<file path="src/rtl/branch_predictor_pkg.sv">
// Shared encodings for the branch predictor: PC-mux select codes and 2-bit counter states.
package branch_predictor_pkg;

    typedef enum logic [2:0] {
        PCMUX_CURR_PC4 = 3'd0,
        PCMUX_BRANCH   = 3'd1,
        PCMUX_CORR_PC4 = 3'd2,
        PCMUX_PRED_TGT = 3'd3
    } pc_sel_e;

    localparam logic [1:0] BP_SNT = 2'b00;
    localparam logic [1:0] BP_WNT = 2'b01;
    localparam logic [1:0] BP_WT  = 2'b10;
    localparam logic [1:0] BP_ST  = 2'b11;

endpackage

</file>
<file path="src/rtl/branch_predictor_if.sv">
// Fetch/execute-facing bundle of the branch predictor; master is the pipeline, slave the predictor.
interface branch_predictor_if;
    import branch_predictor_pkg::*;

    logic [31:0] fetch_pc;
    logic        ex_valid;
    logic        ex_is_branch;
    logic [31:0] ex_pc;
    logic        ex_taken;
    logic [31:0] ex_target;
    logic        ex_pred_taken;
    pc_sel_e     pc_sel;
    logic [31:0] predicted_target;
    logic        pred_taken;
    logic [31:0] branch;
    logic [31:0] corr_pc4;
    logic        flush;
    logic [31:0] mispredict_cnt;

    modport master (
        output fetch_pc, ex_valid, ex_is_branch, ex_pc, ex_taken, ex_target, ex_pred_taken,
        input  pc_sel, predicted_target, pred_taken, branch, corr_pc4, flush, mispredict_cnt
    );

    modport slave (
        input  fetch_pc, ex_valid, ex_is_branch, ex_pc, ex_taken, ex_target, ex_pred_taken,
        output pc_sel, predicted_target, pred_taken, branch, corr_pc4, flush, mispredict_cnt
    );
endinterface

</file>
<file path="src/rtl/branch_predictor_sat_counter_2b.sv">
// Next-state function of a 2-bit saturating taken/not-taken counter.
module sat_counter_2b
    import branch_predictor_pkg::*;
(
    input  logic [1:0] ctr,
    input  logic       taken,
    output logic [1:0] ctr_next
);
    always_comb begin
        ctr_next = ctr;
        if (taken && ctr != BP_ST)
            ctr_next = ctr + 2'd1;
        else if (!taken && ctr != BP_SNT)
            ctr_next = ctr - 2'd1;
    end
endmodule

</file>
<file path="src/rtl/branch_predictor.sv">
// Direct-mapped BTB branch predictor: same-cycle lookup for fetch, update and redirect from execute.
module branch_predictor
    import branch_predictor_pkg::*;
#(
    parameter int IDX_BITS = 4
) (
    input logic              clk,
    input logic              rst_n,
    branch_predictor_if.slave bp
);
    localparam int ENTRIES  = 1 << IDX_BITS;
    localparam int TAG_BITS = 30 - IDX_BITS;

    logic [ENTRIES-1:0]      valid_q, valid_d;
    logic [ENTRIES-1:0][1:0] ctr_q, ctr_d, ctr_nxt;
    logic [TAG_BITS-1:0]     tag_q [ENTRIES];
    logic [TAG_BITS-1:0]     tag_d [ENTRIES];
    logic [31:0]             tgt_q [ENTRIES];
    logic [31:0]             tgt_d [ENTRIES];
    logic [31:0]             cnt_q, cnt_d;

    logic [IDX_BITS-1:0] f_idx, u_idx;
    logic [TAG_BITS-1:0] f_tag, u_tag;
    logic                f_hit, u_hit, upd, mispredict;
    logic                unused_pc_lsbs;

    assign f_idx = bp.fetch_pc[IDX_BITS+1:2];
    assign f_tag = bp.fetch_pc[31:IDX_BITS+2];
    assign u_idx = bp.ex_pc[IDX_BITS+1:2];
    assign u_tag = bp.ex_pc[31:IDX_BITS+2];
    assign unused_pc_lsbs = ^bp.fetch_pc[1:0];

    assign f_hit = valid_q[f_idx] && (tag_q[f_idx] == f_tag);
    assign u_hit = valid_q[u_idx] && (tag_q[u_idx] == u_tag);
    assign upd   = bp.ex_valid && bp.ex_is_branch;

    // Outputs are gated by rst_n so they hold reset values while reset is asserted.
    assign mispredict = rst_n && upd && (bp.ex_taken != bp.ex_pred_taken);

    assign bp.pred_taken       = rst_n && f_hit && ctr_q[f_idx][1] && !mispredict;
    assign bp.predicted_target = f_hit ? tgt_q[f_idx] : 32'd0;
    assign bp.branch           = bp.ex_target;
    assign bp.corr_pc4         = bp.ex_pc + 32'd4;
    assign bp.flush            = mispredict;
    assign bp.mispredict_cnt   = cnt_q;

    always_comb begin
        bp.pc_sel = PCMUX_CURR_PC4;
        if (mispredict && bp.ex_taken)       bp.pc_sel = PCMUX_BRANCH;
        else if (mispredict)                 bp.pc_sel = PCMUX_CORR_PC4;
        else if (bp.pred_taken)              bp.pc_sel = PCMUX_PRED_TGT;
    end

    for (genvar i = 0; i < ENTRIES; i++) begin : g_ctr
        sat_counter_2b u_ctr (
            .ctr      (ctr_q[i]),
            .taken    (bp.ex_taken),
            .ctr_next (ctr_nxt[i])
        );
    end

    always_comb begin
        valid_d = valid_q;
        ctr_d   = ctr_q;
        tag_d   = tag_q;
        tgt_d   = tgt_q;
        cnt_d   = cnt_q + 32'(mispredict);
        if (upd) begin
            if (u_hit) begin
                ctr_d[u_idx] = ctr_nxt[u_idx];
                if (bp.ex_taken) tgt_d[u_idx] = bp.ex_target;
            end else if (bp.ex_taken) begin
                // Allocation unconditionally evicts whatever aliased into this slot.
                valid_d[u_idx] = 1'b1;
                tag_d[u_idx]   = u_tag;
                tgt_d[u_idx]   = bp.ex_target;
                ctr_d[u_idx]   = BP_WT;
            end
        end
    end

    always_ff @(posedge clk or negedge rst_n) begin
        if (!rst_n) begin
            valid_q <= '0;
            ctr_q   <= {ENTRIES{BP_WNT}};
            cnt_q   <= '0;
        end else begin
            valid_q <= valid_d;
            ctr_q   <= ctr_d;
            cnt_q   <= cnt_d;
        end
    end

    // Tags and targets are qualified by valid, so they need no reset.
    always_ff @(posedge clk) begin
        tag_q <= tag_d;
        tgt_q <= tgt_d;
    end
endmodule

</file>
<file path="src/flat_wrapper.sv">
// flat-port wrapper written by rule: the top's interface ports become plain ports
module branch_predictor_flat import branch_predictor_pkg::*;
#(
    parameter int IDX_BITS = 4
)
  (clk, rst_n, bp_fetch_pc, bp_ex_valid, bp_ex_is_branch, bp_ex_pc, bp_ex_taken, bp_ex_target, bp_ex_pred_taken, bp_pc_sel, bp_predicted_target, bp_pred_taken, bp_branch, bp_corr_pc4, bp_flush, bp_mispredict_cnt);
  branch_predictor_if bp_i ();
  input logic clk;
  input logic rst_n;
  input wire logic [$bits(bp_i.fetch_pc)-1:0] bp_fetch_pc;
  input wire logic [$bits(bp_i.ex_valid)-1:0] bp_ex_valid;
  input wire logic [$bits(bp_i.ex_is_branch)-1:0] bp_ex_is_branch;
  input wire logic [$bits(bp_i.ex_pc)-1:0] bp_ex_pc;
  input wire logic [$bits(bp_i.ex_taken)-1:0] bp_ex_taken;
  input wire logic [$bits(bp_i.ex_target)-1:0] bp_ex_target;
  input wire logic [$bits(bp_i.ex_pred_taken)-1:0] bp_ex_pred_taken;
  output wire logic [$bits(bp_i.pc_sel)-1:0] bp_pc_sel;
  output wire logic [$bits(bp_i.predicted_target)-1:0] bp_predicted_target;
  output wire logic [$bits(bp_i.pred_taken)-1:0] bp_pred_taken;
  output wire logic [$bits(bp_i.branch)-1:0] bp_branch;
  output wire logic [$bits(bp_i.corr_pc4)-1:0] bp_corr_pc4;
  output wire logic [$bits(bp_i.flush)-1:0] bp_flush;
  output wire logic [$bits(bp_i.mispredict_cnt)-1:0] bp_mispredict_cnt;
  assign bp_i.fetch_pc = bp_fetch_pc;
  assign bp_i.ex_valid = bp_ex_valid;
  assign bp_i.ex_is_branch = bp_ex_is_branch;
  assign bp_i.ex_pc = bp_ex_pc;
  assign bp_i.ex_taken = bp_ex_taken;
  assign bp_i.ex_target = bp_ex_target;
  assign bp_i.ex_pred_taken = bp_ex_pred_taken;
  assign bp_pc_sel = bp_i.pc_sel;
  assign bp_predicted_target = bp_i.predicted_target;
  assign bp_pred_taken = bp_i.pred_taken;
  assign bp_branch = bp_i.branch;
  assign bp_corr_pc4 = bp_i.corr_pc4;
  assign bp_flush = bp_i.flush;
  assign bp_mispredict_cnt = bp_i.mispredict_cnt;
  branch_predictor #(.IDX_BITS(IDX_BITS)) u_core (.clk(clk), .rst_n(rst_n), .bp(bp_i));
endmodule
</file>
<file path="config.mk">
export PLATFORM = sky130hd
export DESIGN_NAME = branch_predictor_flat
export DESIGN_NICKNAME = d
export VERILOG_FILES = /design/src/rtl/branch_predictor_pkg.sv /design/src/rtl/branch_predictor_if.sv /design/src/rtl/branch_predictor_sat_counter_2b.sv /design/src/rtl/branch_predictor.sv /design/src/flat_wrapper.sv
export SDC_FILE = /design/constraint.sdc
export NUM_CORES = 1
export LEC_CHECK = 0
export ABC_CLOCK_PERIOD_IN_PS = 4900
export CAP_MARGIN = 5
export CORE_MARGIN = 5
export CORE_UTILIZATION = 32
export CTS_BUF_LIST = sky130_fd_sc_hd__clkbuf_8 sky130_fd_sc_hd__clkbuf_16
export CTS_CLUSTER_DIAMETER = 30
export DETAILED_ROUTE_END_ITERATION = 8
export GPL_TIMING_DRIVEN = 1
export PLACE_DENSITY = 0.57
export SLEW_MARGIN = 10
export SYNTH_ARGS = -nofsm -noshare
export SYNTH_HDL_FRONTEND = slang
export SYNTH_SLANG_ARGS = --single-unit
</file>
<file path="constraint.sdc">
create_clock -name clk -period 4.9 [get_ports clk]
set_input_delay 0.98 -clock clk [delete_from_list [all_inputs] [get_ports clk]]
set_output_delay 0.98 -clock clk [all_outputs]
set_load 0.02 [all_outputs]
</file>
Word level (Yosys, flattened, before mapping)
Index checks and enable logic that the tools add are counted.

word-level totals
  flip-flop bits (word level) = 1008
  bits in latches = 0
  bits in writable memories = 0
  ROM bits = 0
  bits of input ports = 102
  output and inout port bits = 133
  memories kept = 0

cells by class
  add/sub/neg operators = 34
  multipliers = 0
  div/mod/pow operators = 0
  order comparisons = 6
  eq/ne operators = 19
  shift-type cells = 0
  multiplexer cells = 66
  bitwise gates (word level) = 7
  reduce and logical (&&, ||, !) cells = 65

operators with widths
  cell                                                                   count
  512-bit bitwise mux                                                    1
  416-bit bitwise mux                                                    1
  26-bit binary-select mux with 4-bit select                             2
  32-bit two-way mux                                                     6
  26-bit two-way mux                                                     5
  32-bit binary-select mux with 4-bit select                             1
  32-bit demux with 4-bit select                                         1
  26-bit demux with 4-bit select                                         1
  2-bit two-way mux                                                      36
  26-bit == test                                                         2
  1-bit logical AND                                                      43
  2-bit nonzero test                                                     17
  2-bit by 1-bit adder with 2-bit output (second input constant)         16
  32-bit by 1-bit adder with 32-bit output                               1
  32-bit by 3-bit adder with 32-bit output (second input constant)       1
  32-bit bitwise mux                                                     1
  2-bit inequality test (second input constant)                          16
  16-bit bitwise OR                                                      2
  2-bit by 1-bit subtractor with 2-bit output (second input constant)    16
  16-bit AND                                                             1
  2-bit binary-select mux with 4-bit select                              2
  16-bit NOT                                                             1
  5-bit >= comparator (second input constant)                            2
  4-bit by 5-bit < comparator with 1-bit output (second input constant)  2
  13 further kinds                                                       20

Depth between registers and ports, before layout
  word-level depth = 12
  depth in mapped cells = 16
  depth with buffers taken out = 11

Hierarchy
A second synthesis with hierarchy kept.

second synthesis, totals
  cell total of the unflattened synthesis = 2555
  area, all modules = 46261.9 um^2

by module, submodules not included
  module            times used  cells an instance  area an instance (um^2)
  branch_predictor  1           2443               45300.9
  sat_counter_2b    16          7                  60.1

Least setup slack after synthesis
Ideal clock, no wire load.

  path type = input to output
  start = in bp_fetch_pc[3]
  end = out bp_predicted_target[10]
  data arrival time = 4.176 ns
  required time = 3.920 ns
  slack = -0.256 ns
  stages on the path = 12
  buffers on the path = 5
  cells stage by stage = buf_2 > buf_2 > buf_4 > buf_2 > mux4_2 > nand3b_1 > nand3_1 > or4_1 > nor4_1 > nand3_1 > clkbuf_1 > nor2b_1

on the way
  cells in the longest elaborated chain, start to end = 7
  elaborated cells between the ends (all ways) = 12
  classes of those cells = eq/ne: 1; mux: 9; bitwise: 1; reduce/logical: 1

ends and longest elaborated chain
  what                                                    line                                            source
  from (decl)                                             flat_wrapper.sv:10                              input wire logic [$bits(bp_i.fetch_pc)-1:0] bp_fetch_pc;
  4-bit NOT with 5-bit output (implied by the code)       branch_predictor.sv:33, branch_predictor.sv:41
  26-bit binary-select mux with 4-bit select              branch_predictor.sv:33                          assign f_hit = valid_q[f_idx] && (tag_q[f_idx] == f_tag);
  26-bit two-way mux (implied by the code) (2 in series)  branch_predictor.sv:33
  26-bit == test                                          branch_predictor.sv:33
  1-bit logical AND                                       branch_predictor.sv:33
  32-bit two-way mux (*)                                  branch_predictor.sv:41                          assign bp.predicted_target = f_hit ? tgt_q[f_idx] : 32'd0;
  to (decl)                                               flat_wrapper.sv:18                              output wire logic [$bits(bp_i.predicted_target)-1:0] bp_predicted_target;

Mark *: on every way between the ends. The rest lies on a longest branch, timed or not. The select of a mux whose other input is x is not followed.

Final worst setup path
  start = in bp_fetch_pc[3]
  end = out bp_predicted_target[18]

Same word-level chain as after synthesis.

==> results.toml <==
[clock_tree]
numCtsBuffers = 213
insertion_delay_ns = 0.80
cts-htree-levels = 4
clockBufferDepth = 3
cts_tree = "built"
cts_sinks = 1008
cts.clk_slew.worst_paths_ns = 0.05
cts_root_buffer = "clkbuf_16"
ctsHoldBuffers = 0

[status]
status = "complete, no violations"

[routing]
drt_pre_antenna_iters = 5
vias = 28411
wl_um = 146000
drt_iter0_drc = 2766
drc_errors = 0
via_per_inst = 5.384
wl_per_cell_um = 27.67
drt.antenna.violating_nets = 0

[critical_path]
critPathMaxStageDelay_ns = 0.53
path_common_cell = "buf_4"
critPathLaunch = "bp_fetch_pc[3]"
arrival_ns = 3.87
cp_cell_sequence = "clkbuf_16 > buf_4 > nor2b_1 > buf_4 > a221o_1 > nand3b_1 > nand3_2 > or4_4 > nor4_4 > buf_4 > nand3_2 > buf_12 > buf_12 > nor2b_1 > buf_4"
critPathMaxFanout = 14
critPathSlowestCell = "or4_4"
cp-start-kind = "input pin"
required_ns = 3.92
endpoint_kind = "output port"
reg2reg_from = "u_core.tag_q[123]"
critical_path_class = "in2out"

[logic_synthesis]
synthArstFlopShare = 0.07937
syn_nets = 2723
synth_top_area_cell = "edfxtp_1"
synth_cell_types = 77
synth-seq-cells = 1008
synth_top_area_frac = 0.6014
ys_top_cells_by_count = "928 x edfxtp_1, 362 x mux4_2, 138 x mux2i_1"
ys.warnings.count = 0
synthesis.area_mm2 = 0.04634
synthTopCellsByArea = "edfxtp_1 60%, mux4_2 18%, dfrtp_1 3.5%"
synth_edf_count = 928
netlist_instances = 2567
synth_most_common_cell = "edfxtp_1"
ys_dominant_reg_cell = "edfxtp_1"
yosysSeqAreaShare = 0.6450
syn_avg_cell_area_um2 = 18.05

[placement]
port_buffers = 227
dp_hpwl_um = 94320
gp_congestion = 0.9370
dpl.cell_count = 4841
dpl_cell_area_mm2 = 0.05354

[power_and_ir_drop]
switchingPower_w = 0.006002
swShare = 0.2288
p_per_area_mw_per_mm2 = 424.2
p_int_w = 0.02023
leakagePower_nw = 21.82
p_clk_frac = 0.561
power_frac_comb = 0.074
power.total_w = 0.02624
ir_worst_vdd_v = 0.0003908
seqPwrFrac = 0.365

[floorplanning]
die_area_mm2 = 0.1525
io_pins = 235
fp-row-count = 139
start_util = 0.3222
fp.dieH_um = 390.5
dieWidth_um = 390.5
coreArea_mm2 = 0.1438

[final_layout]
area_growth_pct = 33.48
final_nets = 3343
diodes = 0
fin_area_mm2 = 0.06185
layout-drive-gt1-share = 0.3806
fin_cells = 5277
nFillCells = 12532

[global_routing]
grt_use_met3 = 0.03567
grt_pass1_wl_um = 206900
grt_usage = 0.1871
grt_max_degree = 109
antenna_found_initial = 8
overflow = 0
use_met1 = 0.2568
first_global_vias = 28812
top_usage_layer = "met2"
grtUsageMet2 = 0.3042

[sta]
rsz0062_at_grt = "yes"
finalHoldViolCount = 0
setup-tns-final_ns = 0
fmax_mhz = 206.2
slew_headroom = 0.3904
finalSetupViolations = 0
period_needed_ns = 4.849
fin_crit_sh = 0.9895
tightest_slew_ns = 0.9144
whs_ns = 0.2810
finalClockSkew_ns = 0.05760
drv_slew = 0

[run]
max-cap-violations = 0

[min_path]
hp-class = "in2async"
## path summary, 6_finish.rpt
kind | slack [ns] | cells after the start | end
max in group asynchronous | 3.38 | 3 | u_core.valid_q[11]
hold / removal | 0.28 | 2 | u_core.bp.mispredict_cnt[25]
hold reg to reg | 0.47 | 1 | u_core.bp.mispredict_cnt[31]
setup reg to reg | 1.28 | 13 | u_core.tag_q[338]
setup / recovery | 0.05 | 15 | bp_predicted_target[18]
min in group clk | 0.47 | 1 | u_core.bp.mispredict_cnt[31]
## cell type report
type | count | area [µm²] | area share
clock buffers | 215 | 5380 | 0.08699
well taps | 1903 | 2381 | 0.03850
flip-flops and latches | 1008 | 29890 | 0.4833
repair buffers | 582 | 5932 | 0.09591
clock inverters | 187 | 2155 | 0.03484
inverters | 69 | 261.5 | 0.004228
multi-input cells | 1313 | 15850 | 0.2563
## stage by stage
step / setup WS [ns] / utilization
floorplan: -0.1274 / -
detailed placement: -0.7165 / 0.3723
global placement: -0.7959 / 0.3723
finish: 0.05132 / 0.4300
CTS: -0.003024 / 0.4267
global route: -0.04452 / 0.4300
## routing by layer
metal / vias to the layer above / routed length (µm)
met5: - / 0
met4: 0 / 3681
met3: 200 / 11110
met2: 1328 / 69860
met1: 15042 / 61350
li1: 11841 / -
## what timing repair did
item / in CTS / in global routing
endpoints found under the hold margin: 0 / 0
resized for setup: 179 / 88
setup buffers: 14 / 14
cloned: 2 / 5
endpoints found under the setup margin: 36 / 38
pin swaps: 13 / 15
## cell families after synthesis
logic type / Yosys count / synth area share
AO/OA/AOI/OAI: 239 / 0.03764
XOR/XNOR: 125 / 0.02363
adder cells (fa/ha/maj): 54 / 0.01458
buffers and inverters: 246 / 0.02619
flip-flops: 1008 / 0.6450
multiplexers: 511 / 0.2084
other: 1 / 0.00008093
AND/OR/NAND/NOR: 383 / 0.04439
## cells in the final DEF (no fill, tap or decap), types with 12 or more instances in the layout
cell type and instances:
clkinvlp_4 31, xnor2_1 89, a41oi_1 12, a21oi_1 26
dfrtp_1 64, and3_1 23, nand3_1 33, o22ai_1 14
nor2b_1 20, nor3_1 20, edfxtp_1 928, mux2i_1 134
nor2b_2 21, clkinv_2 37, nand4_1 13, clkinv_1 21
inv_1 86, a31oi_1 24, clkdlybuf4s50_1 178, buf_12 67
nand2_1 69, nor2_4 26, a22o_1 12, mux4_2 362
ha_1 54, nor2_1 55, clkinv_4 16, buf_6 18
clkbuf_16 221, bufinv_16 34, o21ai_0 26, o31ai_1 15
xor2_1 33, dfstp_2 16, buf_4 295, o21bai_1 12
## critical path, delay by kind of cell
family | cells | cell delay [ns]
AND/OR/NAND/NOR | 7 | 1.40
AO/OA/AOI/OAI | 1 | 0.36
buffers and inverters | 7 | 1.11
## power by group through the flow
stage	clock network, W	logic, W	registers [W]
2_1_floorplan	0	0.000961	0.00973
3_3_place_gp	0	0.00184	0.00973
3_5_place_dp	0	0.00185	0.00973
4_1_cts	0.0149	0.00191	0.00958
5_1_grt	0.0154	0.00204	0.00958
6_report	0.0147	0.00195	0.00958
## registers in the layout (all words and copies together) (netlist names)
name                      cells
u_core.bp.mispredict_cnt     32
u_core.ctr_q                 32
u_core.tag_q                416
u_core.tgt_q                512
u_core.valid_q               16
Power figures use the tool's default switching activity.
